`src/rtl/seq_mul_arb.sv`:
```
// seq_mul_arb: arbitrated two-stage multiplier that feeds an in-order response FIFO.
// Define SEQ_MUL_ARB_RR_EN for round-robin arbitration; otherwise fixed priority (lowest index wins).
module seq_mul_arb #(
  parameter int NREQ  = 3,
  parameter int W     = 8,
  parameter int DEPTH = 4
) (
  input  logic                     clk,
  input  logic                     reset,
  input  logic [NREQ-1:0]          i_req,
  input  logic [NREQ*W-1:0]        i_opA,
  input  logic [NREQ*W-1:0]        i_opB,
  output logic [NREQ-1:0]          o_gnt,
  output logic                     o_rspValid,
  output logic [$clog2(NREQ)-1:0]  o_rspId,
  output logic [W-1:0]             o_rspData,
  input  logic                     i_rspReady
);

  localparam int IDW = $clog2(NREQ);
  localparam int PW  = $clog2(DEPTH);
  localparam int CW  = $clog2(DEPTH + 1);

  logic           r_s1Valid;
  logic [W-1:0]   r_s1A;
  logic [W-1:0]   r_s1B;
  logic [IDW-1:0] r_s1Id;

  logic [W-1:0]   r_memData [DEPTH];
  logic [IDW-1:0] r_memId   [DEPTH];
  logic [PW-1:0]  r_wrPtr;
  logic [PW-1:0]  r_rdPtr;
  logic [CW-1:0]  r_count;

  logic           w_canGrant;
  logic           w_found;
  logic           w_push;
  logic           w_pop;
  logic [IDW-1:0] w_gntIdx;
  logic [IDW-1:0] w_start;
  logic [W-1:0]   w_opA;
  logic [W-1:0]   w_opB;
  logic [W-1:0]   w_prod;
  logic [CW:0]    w_occupancy;

`ifdef SEQ_MUL_ARB_RR_EN
  logic [IDW-1:0] r_rrPtr;
  assign w_start = r_rrPtr;
`else
  assign w_start = '0;
`endif

  // The FIFO slot written at the end of the second cycle acts as the stage-2 register,
  // so only stage 1 is counted as in flight; a same-cycle pop is deliberately not credited.
  assign w_occupancy = {1'b0, r_count} + {{CW{1'b0}}, r_s1Valid};
  assign w_canGrant  = w_occupancy < (CW+1)'(DEPTH);

  always_comb begin
    int j;
    j        = 0;
    o_gnt    = '0;
    w_gntIdx = '0;
    w_found  = 1'b0;
    if (w_canGrant && !reset) begin
      for (int k = 0; k < NREQ; k++) begin
        j = (int'(w_start) + k) % NREQ;
        if (!w_found && i_req[j]) begin
          o_gnt[j] = 1'b1;
          w_gntIdx = IDW'(j);
          w_found  = 1'b1;
        end
      end
    end
  end

  assign w_opA  = i_opA[w_gntIdx*W +: W];
  assign w_opB  = i_opB[w_gntIdx*W +: W];
  assign w_prod = r_s1A * r_s1B;

  assign w_push     = r_s1Valid;
  assign o_rspValid = (r_count != '0);
  assign w_pop      = o_rspValid && i_rspReady;
  assign o_rspId    = r_memId[r_rdPtr];
  assign o_rspData  = r_memData[r_rdPtr];

  always_ff @(posedge clk) begin
    if (reset) begin
      r_s1Valid <= 1'b0;
    end else begin
      r_s1Valid <= w_found;
    end
    if (w_found) begin
      r_s1A  <= w_opA;
      r_s1B  <= w_opB;
      r_s1Id <= w_gntIdx;
    end
  end

  // Product is truncated to W bits and lands in the FIFO one cycle after capture.
  always_ff @(posedge clk) begin
    if (reset) begin
      r_wrPtr <= '0;
      r_rdPtr <= '0;
      r_count <= '0;
    end else begin
      if (w_push) begin
        r_memData[r_wrPtr] <= w_prod;
        r_memId[r_wrPtr]   <= r_s1Id;
        r_wrPtr            <= r_wrPtr + PW'(1);
      end
      if (w_pop) begin
        r_rdPtr <= r_rdPtr + PW'(1);
      end
      case ({w_push, w_pop})
        2'b10:   r_count <= r_count + CW'(1);
        2'b01:   r_count <= r_count - CW'(1);
        default: r_count <= r_count;
      endcase
    end
  end

`ifdef SEQ_MUL_ARB_RR_EN
  always_ff @(posedge clk) begin
    if (reset) begin
      r_rrPtr <= '0;
    end else if (w_found) begin
      r_rrPtr <= (w_gntIdx == IDW'(NREQ-1)) ? '0 : w_gntIdx + IDW'(1);
    end
  end
`endif

endmodule

```
`config.mk`:
```
export PLATFORM = sky130hd
export DESIGN_NAME = seq_mul_arb
export DESIGN_NICKNAME = d
export VERILOG_FILES = /design/src/rtl/seq_mul_arb.sv
export SDC_FILE = /design/constraint.sdc
export NUM_CORES = 1
export LEC_CHECK = 0
export ABC_AREA = 0
export CAP_MARGIN = 40
export CORE_MARGIN = 5
export CORE_UTILIZATION = 30
export CTS_BUF_LIST = sky130_fd_sc_hd__clkbuf_8
export DETAILED_ROUTE_END_ITERATION = 16
export GPL_TIMING_DRIVEN = 1
export PLACE_DENSITY = 0.5
export SYNTH_ARGS = -nofsm -noshare
export SYNTH_HDL_FRONTEND = slang
export SYNTH_SLANG_ARGS = --single-unit
```
`constraint.sdc`:
```
create_clock -name clk -period 4.2 [get_ports clk]
set_input_delay 1.05 -clock clk [delete_from_list [all_inputs] [get_ports clk]]
set_output_delay 1.05 -clock clk [all_outputs]
set_load 0.02 [all_outputs]
```
After elaboration in Yosys (flattened, before gate mapping)
Memories as Yosys holds them, arrays and structs flattened. A register that Yosys moved wholly into a read port is not among the register bits.
Cells that the tools add are included.
{ "word_totals": {"mem_count": 2, "register_bits": 26, "ramBits": 40, "wordCells": 50} }
{ "op_classes": {"multipliers": 1, "shifts": 2, "mux": 21, "n_addsub": 5, "reduce_logical": 9, "order_cmp": 1, "eq_ne": 2} }
{ "mem_list": {"columns": ["memory", "words", "width", "rd", "rd_clocked_by_memory_dff", "write_ports", "line_no", "rtl"], "rows": [
  ["r_memData", 4, 8, 1, 1, 1, "29", "logic [W-1:0] r_memData [DEPTH];"],
  ["r_memId", 4, 2, 1, 1, 1, "30", "logic [IDW-1:0] r_memId [DEPTH];"]
]} }
{ "ops": {"columns": ["operator", "count"], "rows": [
  ["$shiftx 24x6->8", 2],
  ["$mux 2", 7],
  ["$mux 1", 11],
  ["$mul 8x8->8", 1],
  ["$mux 3", 2],
  ["$pmux 3 s2", 1],
  ["$add 2x1->2 const B", 2],
  ["$add 3x1->4", 1],
  ["$logic_and 1x1->1", 4],
  ["$lt 4x3->1 const B", 1],
  ["$add 3x1->3 const B", 1],
  ["$logic_not 1->1", 3],
  ["$reduce_bool 3->1", 1],
  ["$sub 3x1->3 const B", 1],
  ["$eq 2x1->1 const B", 1],
  ["$eq 2x2->1 const B", 1],
  ["$reduce_bool 2->1", 1]
]} }

Longest topological paths before layout
Gate-level depths: netlist (run 1).
{ "logic_depth": {"depth_word": 13, "depth_mapped": 13, "mapped_depth_nobuf": 13} }

Least setup slack after synthesis (run 1)
OpenSTA, ideal clock, no wires.
{ "synth_timing": {"path_kind": "reg2reg", "start": "register r_s1A[1]", "end": "memory r_memData[0][7], data pin", "stages_incl_launch_ff": 12, "synth_period_minus_slack_ns": 3.933, "n_path_buf": 0, "arrival_time_ns": 3.655, "setup_slack_ns": 0.267, "t_required_ns": 3.922, "setup_ns": 0.278, "cell_sequence": "edfxtp_1 nand2_1 fa_1 fa_1 inv_1 fa_1 inv_1 fa_1 xor2_1 xnor3_1 xnor3_1 xnor3_1"} }
{ "synth_via": {"elab_chain_len": 1} }
{ "synth_rtl": {"columns": ["element", "line_no", "rtl"], "rows": [
  ["start: declaration", "25", "logic [W-1:0] r_s1A;"],
  ["start signal: assignment", "93", "r_s1A <= w_opA;"],
  ["$mul 8x8->8", "78", "assign w_prod = r_s1A * r_s1B;"],
  ["net w_prod[7]", "43", "logic [W-1:0] w_prod;"],
  ["end: declaration", "29", null]
]} }
The timed path passes the listed nets, and every way through them passes these cells.

Worst setup path in the final report (run 1)
{ "layout_timing": {"start": "register r_s1A[2]", "end": "memory r_memData[2][7], data pin"} }
The elaborated chain is that of the path after synthesis.

==> summary.md, run 1 <==
| Metric | Value |
|---|---|
| Root Buffer | clkbuf_8 |
| Sequential Power Share | 0.375 |
| Most frequent cells after synthesis | edfxtp_1 (58), nand2_1 (36), inv_1 (34) |
| Total negative slack | 0 ns |
| Clock network power share | 0.193 |
| Xor/xnor share of the synthesized area | 0.0537 |
| Setup crit start kind | flop |
| Area Growth Syn to Fin | 31.2% |
| Total number of vias | 2347 |
| CTS Buf Count | 9 |
| Pint | 2010 uW |
| PwrDens | 609 mW/mm^2 |
| Period utilization | 0.960 |
| Largest net degree at the start of global routing | 21 |
| I/O pins | 68 |
| Utilization after layout | 0.403 |
| Comb pwr share | 0.432 |
| Status | finished, final reports clean |
| Mux share of post-synthesis cell area | 0.0635 |
| IO buf count | 67 |
| Synthesized cell area | 0.00370 sq mm |
| Core area | 0.0121 sq mm |
| Worst-path clk slew | 0.08 ns |
| Dpl cell area | 0.00459 sq mm |
| LEAKAGE | 0.00189 uW |
| RR Startpoint | r_s1A[2]$_DFFE_PP_ |
| Worst VDD drop | 258 uV |
| # fillers | 1147 |
| Synthesis warning total | 0 |
| TritonRoute pass-1 iters | 4 |
| DRC errors left | 0 |
| TritonCTS clock tree | yes |
| Distinct cells, synth | 28 |
| Setup slack, reg-to-reg | 0.17 ns |
| Post-synth EDFFs | 58 |
| Sequential cell area | 0.00194 sq mm |
| Peak Freq | 0.248 GHz |
| Die height | 121 um |
| Post-synth top area cell | edfxtp_1 |
| Drt total wl | 7360 um |
| Ys async rst share | 0 |
| Initial Utilization | 0.307 |
| # clock sinks | 68 |
| Most used DFF post-synth | edfxtp_1 |
| First-pass GRT wire length | 12600 um |
| Min-Delay Path Class | flop to flop |
| Crit path DAT | 4.10 ns |
| CP startpoint | r_s1A[2]$_DFFE_PP_ |
| Vias in the first global route | 2581 |
| Layout cell share with drive strength beyond 1 | 0.100 |
| Simple-Gate Fraction of Synth Area | 0.0990 |
| Placed instance count | 526 |
| Detailed placer's ending HPWL | 5800 um |
| Dominant cells by area after synthesis | edfxtp_1 (47%), ha_1 (7.1%), fa_1 (7.0%), mux4_2 (6.1%), dfxtp_1 (5.4%) |
| Synth top area share | 0.470 |
| Starting DRC count in detailed routing | 75 |
| Compound-Gate Fraction of Synth Area | 0.0720 |
| Mapped Nets | 382 |
| Setup violations, final | 0 |
| Die Wd | 121 um |
| Hold path start | r_s1Id[0]$_DFFE_PP_ |
| Remaining Overflow, GRT | 0 |
| Post-route ant nets | 0 |
| Final count of hold timing violations | 0 |
| Max Root-Sink Buffers | 2 |
| Antenna cells | 0 |
| Footprint of the multi-input gates | 0.00159 sq mm |
| Most common cell in the netlist | edfxtp_1 |
| Slew Limit Fails | 0 |
| Drt wl/cell | 13.4 um |
| Cell count after synthesis | 294 |
| Vias per Instance | 4.28 |
| CP endpoint kind | flop |
| Net Switching | 949 uW |
| Sw frac | 0.321 |
| Max_slew headroom | 0.533 |
| Largest family of logic cells by synthesized area | adder cells |
| Category of the most critical setup path | flop to flop |
| Worst Max-Slew Pin Slew | 0.700 ns |
| CP max FO | 4 |
| Std-Cell Rows | 40 |
| Max-Cap Viols | 0 |
| Post-CTS sizing | 0 |
| H-tree Lvls | 3 |
| Syn avg cell area | 12.6 sq um |
| #FFs+latches synth | 68 |
| Seq/Total Area, Yosys | 0.525 |
| Post-Layout Cell Count | 548 |
| Critical Path RT | 4.27 ns |
| Gr usage total | 0.111 |
| Final min period | 4.03 ns |
| Worst skew pair latency | 0.34 ns |
| Initial antenna violation count | 0 |
| Clk_skew | 0.0119 ns |
| Gpl congestion | 0.767 |
| Nets | 463 |
| Unrepaired setup endpoints after global routing | no |
| Final instance area | 0.00486 sq mm |
| Synth Area in Adders | 0.141 |
| Die area | 0.0147 sq mm |
area by class of cell:
| type | count | area share |
|---|---|---|
| flip-flops and latches | 68 | 0.400 |
| multi-input cells | 182 | 0.327 |
| repair buffers | 80 | 0.158 |
| well taps | 168 | 0.0433 |
| inverters | 34 | 0.0263 |
| clock buffers | 9 | 0.0255 |
| clock inverters | 7 | 0.0193 |
worst paths after layout:
path                               end  depth (start not counted)
min            r_memId[0][0]$_DFFE_PP_                          0
max reg2reg  r_memData[2][7]$_DFFE_PP_                         11
min reg2reg    r_memId[0][0]$_DFFE_PP_                          0
max          r_memData[2][7]$_DFFE_PP_                         11
power by group through the flow:
stage          Clock, uW  Combinational (uW)  Sequential (uW)
3_3_place_gp           0                1280             1130
5_1_grt              631                1440             1130
6_report             572                1280             1110
3_5_place_dp           0                1290             1130
2_1_floorplan          0                 949             1070
4_1_cts              590                1300             1120
cells by family (layout without fill, tap and decap cells):
| group | Yosys count | in the layout |
|---|---|---|
| xor+xnor | 18 | 18 |
| fa+ha+maj | 34 | 34 |
| flops | 68 | 68 |
| simple gates | 77 | 77 |
| compound gates | 42 | 42 |
| buf+inv | 44 | 130 |
| mux | 11 | 11 |
through the flow:
step                worst slack [ns]  hold slack (ns)  total power, uW
floorplan                      0.267            0.459             2020
global placement               0.204            0.493             2410
detailed placement             0.115            0.483             2420
CTS                            0.104            0.488             3010
global route                 0.00444            0.515             3200
finish                         0.167            0.487             2960
flip-flops by register name (all words and copies together), names as in the netlist, named ones only:
register and count:
r_rdPtr 2, r_s1Id 2, r_memData 32, r_s1B 8
r_count 3, r_s1Valid 1, r_wrPtr 2, r_s1A 8
r_memId 8
per-layer routing:
metal  GRT usage  up-vias  part of all wire
met2       0.175       70              0.48
li1            -     1183                 -
met4      0.0340        0             0.013
met3      0.0494        7             0.070
met1       0.136     1087              0.44
met5           0        -                 0
timing repair:
action | in CTS | in global routing
setup endpoints to repair | 0 | 4
hold buffers | 0 | 0
endpoints found under the hold margin | 0 | 0
buffers inserted | 0 | 6
critical path: stages, from the launching register on:
cell and delay (ns):
edfxtp_1 0.41, nand2_1 0.09, fa_1 0.42, fa_1 0.55, inv_1 0.05, fa_1 0.47
inv_1 0.05, fa_1 0.42, xor2_1 0.18, xnor3_1 0.33, xnor3_1 0.39, xnor3_1 0.39
placed cells by master, fill, tap and decap left out, types with 9 or more instances in the layout:
cell / count
nand2_1: 36
inv_1: 36
mux4_2: 10
buf_4: 13
o21ai_0: 17
xnor2_1: 11
ha_1: 21
and2_1: 21
fa_1: 13
clkdlybuf4s50_1: 67
a22oi_1: 16
dfxtp_1: 10
edfxtp_1: 58
clkbuf_8: 9
nor2_1: 12
Note: power is estimated with default switching activity, not from simulation.
==> inputs of run 2 (changes only) <==
--- a/config.mk
+++ b/config.mk
@@ -11,6 +11,7 @@
 export CORE_UTILIZATION = 30
 export CTS_BUF_LIST = sky130_fd_sc_hd__clkbuf_8
 export DETAILED_ROUTE_END_ITERATION = 16
+export GPL_ROUTABILITY_DRIVEN = 0
 export GPL_TIMING_DRIVEN = 1
 export PLACE_DENSITY = 0.5
 export SYNTH_ARGS = -nofsm -noshare
==> results of run 2 <==
Same layout as run 1: the final DEF is identical, and so are final timing and power.
==> inputs of run 3 (changes only) <==
--- a/config.mk
+++ b/config.mk
@@ -8,12 +8,12 @@
 export ABC_AREA = 0
 export CAP_MARGIN = 40
 export CORE_MARGIN = 5
-export CORE_UTILIZATION = 30
+export CORE_UTILIZATION = 49
 export CTS_BUF_LIST = sky130_fd_sc_hd__clkbuf_8
 export DETAILED_ROUTE_END_ITERATION = 16
 export GPL_ROUTABILITY_DRIVEN = 0
 export GPL_TIMING_DRIVEN = 1
-export PLACE_DENSITY = 0.5
+export PLACE_DENSITY = 0.75
 export SYNTH_ARGS = -nofsm -noshare
 export SYNTH_HDL_FRONTEND = slang
 export SYNTH_SLANG_ARGS = --single-unit
==> summary.md, run 3 (same netlist as run 1, synthesis figures left out) <==
| Metric | Value |
|---|---|
| Status | finished, final reports clean |
| # fillers | 562 (-51%) |
| Clock network power share | 0.161 (-0.032) |
| Sequential Power Share | 0.391 (+0.016) |
| Layout cell share with drive strength beyond 1 | 0.101 (+0.000529) |
| IO buf count | 67 (unchanged) |
| Slew Limit Fails | 0 (unchanged) |
| CP max FO | 4 (unchanged) |
| Period utilization | 0.932 (-0.0285) |
| Footprint of the multi-input gates | 0.00159 sq mm (unchanged) |
| Max_slew headroom | 0.565 (+0.0324) |
| Gr usage total | 0.161 (+0.0501) |
| Max reg flops | 32 (unchanged) |
| Peak Freq | 0.256 GHz (+3.1%) |
| Post-route ant nets | 0 (unchanged) |
| DP Worst Slack | 0.124 ns (+0.00819 ns) |
| Unrepaired setup endpoints after global routing | no |
| Nets | 462 (-0.22%) |
| Max-Cap Viols | 0 (unchanged) |
| Post-CTS sizing | 0 (unchanged) |
| LEAKAGE | 0.00185 uW (-2.2%) |
| Drt wl/cell | 14.8 um (+10%) |
| Worst-path clk slew | 0.08 ns (about the same) |
| Biggest register | r_memData |
| Commonest non-fill, non-tap cell in the layout | clkdlybuf4s50_1 |
| # clock sinks | 68 (unchanged) |
| Sw frac | 0.343 (+0.0220) |
| Worst Max-Slew Pin Slew | 0.652 ns (-0.0486 ns) |
| Die Wd | 96.9 um (-20%) |
| DRC errors left | 0 (unchanged) |
| Area Growth Syn to Fin | 27.2% |
| First-pass GRT wire length | 12200 um (-3.7%) |
| PwrDens | 602 mW/mm^2 (-1.1%) |
| R2R cell count | 11 (unchanged) |
| Crit path DAT | 3.98 ns (-0.12 ns) |
| Max Root-Sink Buffers | 2 (unchanged) |
| Initial Utilization | 0.508 (+0.201) |
| Std-Cell Rows | 31 (-23%) |
| TritonCTS clock tree | yes |
| Clk_skew | 0.0131 ns (+0.00120 ns) |
| Total number of vias | 2402 (+2.3%) |
| CTS Buf Count | 9 (unchanged) |
| Total negative slack | 0 ns (unchanged) |
| Vias in the first global route | 2629 (+1.9%) |
| Category of the most critical setup path | flop to flop |
| Drt total wl | 7070 um (-4.0%) |
| Min-Delay Path Class | flop to flop |
| Die height | 96.9 um (-20%) |
| Antenna cells | 0 (unchanged) |
| Largest net degree at the start of global routing | 21 (unchanged) |
| Depth of the worst hold-timing path | 0 (unchanged) |
| Initial antenna violation count | 0 (unchanged) |
| Final count of hold timing violations | 0 (unchanged) |
| Sequential cell area | 0.00194 sq mm (unchanged) |
| Pint | 1860 uW (-7.2%) |
| Critical Path RT | 4.26 ns (about the same) |
| I/O pins | 68 (unchanged) |
| Most frequent cells in the layout | clkdlybuf4s50_1 (67), edfxtp_1 (58), nand2_1 (36) |
| Dpl cell area | 0.00451 sq mm (-1.9%) |
| Setup crit start kind | flop |
| CP endpoint kind | flop |
| Final worst slack | 0.287 ns (+0.120 ns) |
| Worst skew pair latency | 0.34 ns (about the same) |
| Vias per Instance | 5.04 (+18%) |
| Root Buffer | clkbuf_8 |
| Setup violations, final | 0 (unchanged) |
| Die area | 0.00939 sq mm (-36%) |
| H-tree Lvls | 3 (unchanged) |
| Utilization after layout | 0.646 (+0.243) |
| Core area | 0.00729 sq mm (-40%) |
| Final min period | 3.91 ns (-0.120 ns) |
| Worst VDD drop | 312 uV (+21%) |
| Detailed placer's ending HPWL | 5570 um (-3.9%) |
| Net Switching | 972 uW (+2.5%) |
| Remaining Overflow, GRT | 0 (unchanged) |
| Starting DRC count in detailed routing | 92 (+23%) |
| TritonRoute pass-1 iters | 5 (+1) |
| Comb pwr share | 0.449 (+0.017) |
| Final instance area | 0.00471 sq mm (-3.0%) |
## run 3: cell types whose count changed in the layout (fill, tap and decap cells not counted)
cell        delta
clkinv_4       -3
clkinvlp_4     +3
bufinv_16      -2
clkinv_2       +2
inv_1          -2
buf_4          -1
inv_6          +1
## run 3: critical path: stages (launching register included)
cell and delay (ns):
edfxtp_1 0.42, nand2_1 0.10, fa_1 0.43, fa_1 0.54, inv_1 0.05, fa_1 0.47
inv_1 0.05, fa_1 0.42, xor2_1 0.20, xnor3_1 0.32, xnor3_1 0.39, xnor3_1 0.26
## run 3: cell type report
cell class / instances / share of cell area
Sequential cell: 68 / 0.412
Clock buffer: 9 / 0.0263
Multi-Input combinational cell: 182 / 0.338
Timing Repair Buffer: 79 / 0.162
Tap cell: 99 / 0.0263
Clock inverter: 6 / 0.00877
Inverter: 34 / 0.0271
## run 3: timing repair
action / CTS / global route
buffers inserted: 0 / 5
endpoints found under the setup margin: 0 / 4
hold buffers: 0 / 0
## run 3: routing by layer
layer	up-vias	routed length (um)	track usage
met5	-	0	0
met4	0	87	0.0486
met3	8	563	0.0561
met2	99	3410	0.270
met1	1113	3000	0.196
li1	1182	-	-
## run 3: power by group through the flow
stage               clock network (uW)  registers, uW  logic (uW)
floorplan                            0           1070         949
global placement                     0           1120        1250
detailed placement                   0           1130        1310
CTS                                467           1110        1310
global route                       498           1130        1430
finish                             456           1110        1270
## run 3: through the flow
stage                     hold slack (ns)  total power [uW]  cells
after CTS                           0.511              2890    472
after global placement              0.479              2370    456
after global routing                0.524              3050    477
after detailed placement            0.498              2430    457
final                               0.515              2840    477
after floorplan                     0.459              2020    294
## run 3: final timing paths
path                       startpoint                        end  slack (ns)
hold / removal    r_s1Id[0]$_DFFE_PP_    r_memId[1][0]$_DFFE_PP_        0.51
hold reg to reg   r_s1Id[0]$_DFFE_PP_    r_memId[1][0]$_DFFE_PP_        0.51
setup reg to reg   r_s1A[2]$_DFFE_PP_  r_memData[0][7]$_DFFE_PP_        0.29
setup / recovery   r_s1A[2]$_DFFE_PP_  r_memData[0][7]$_DFFE_PP_        0.29
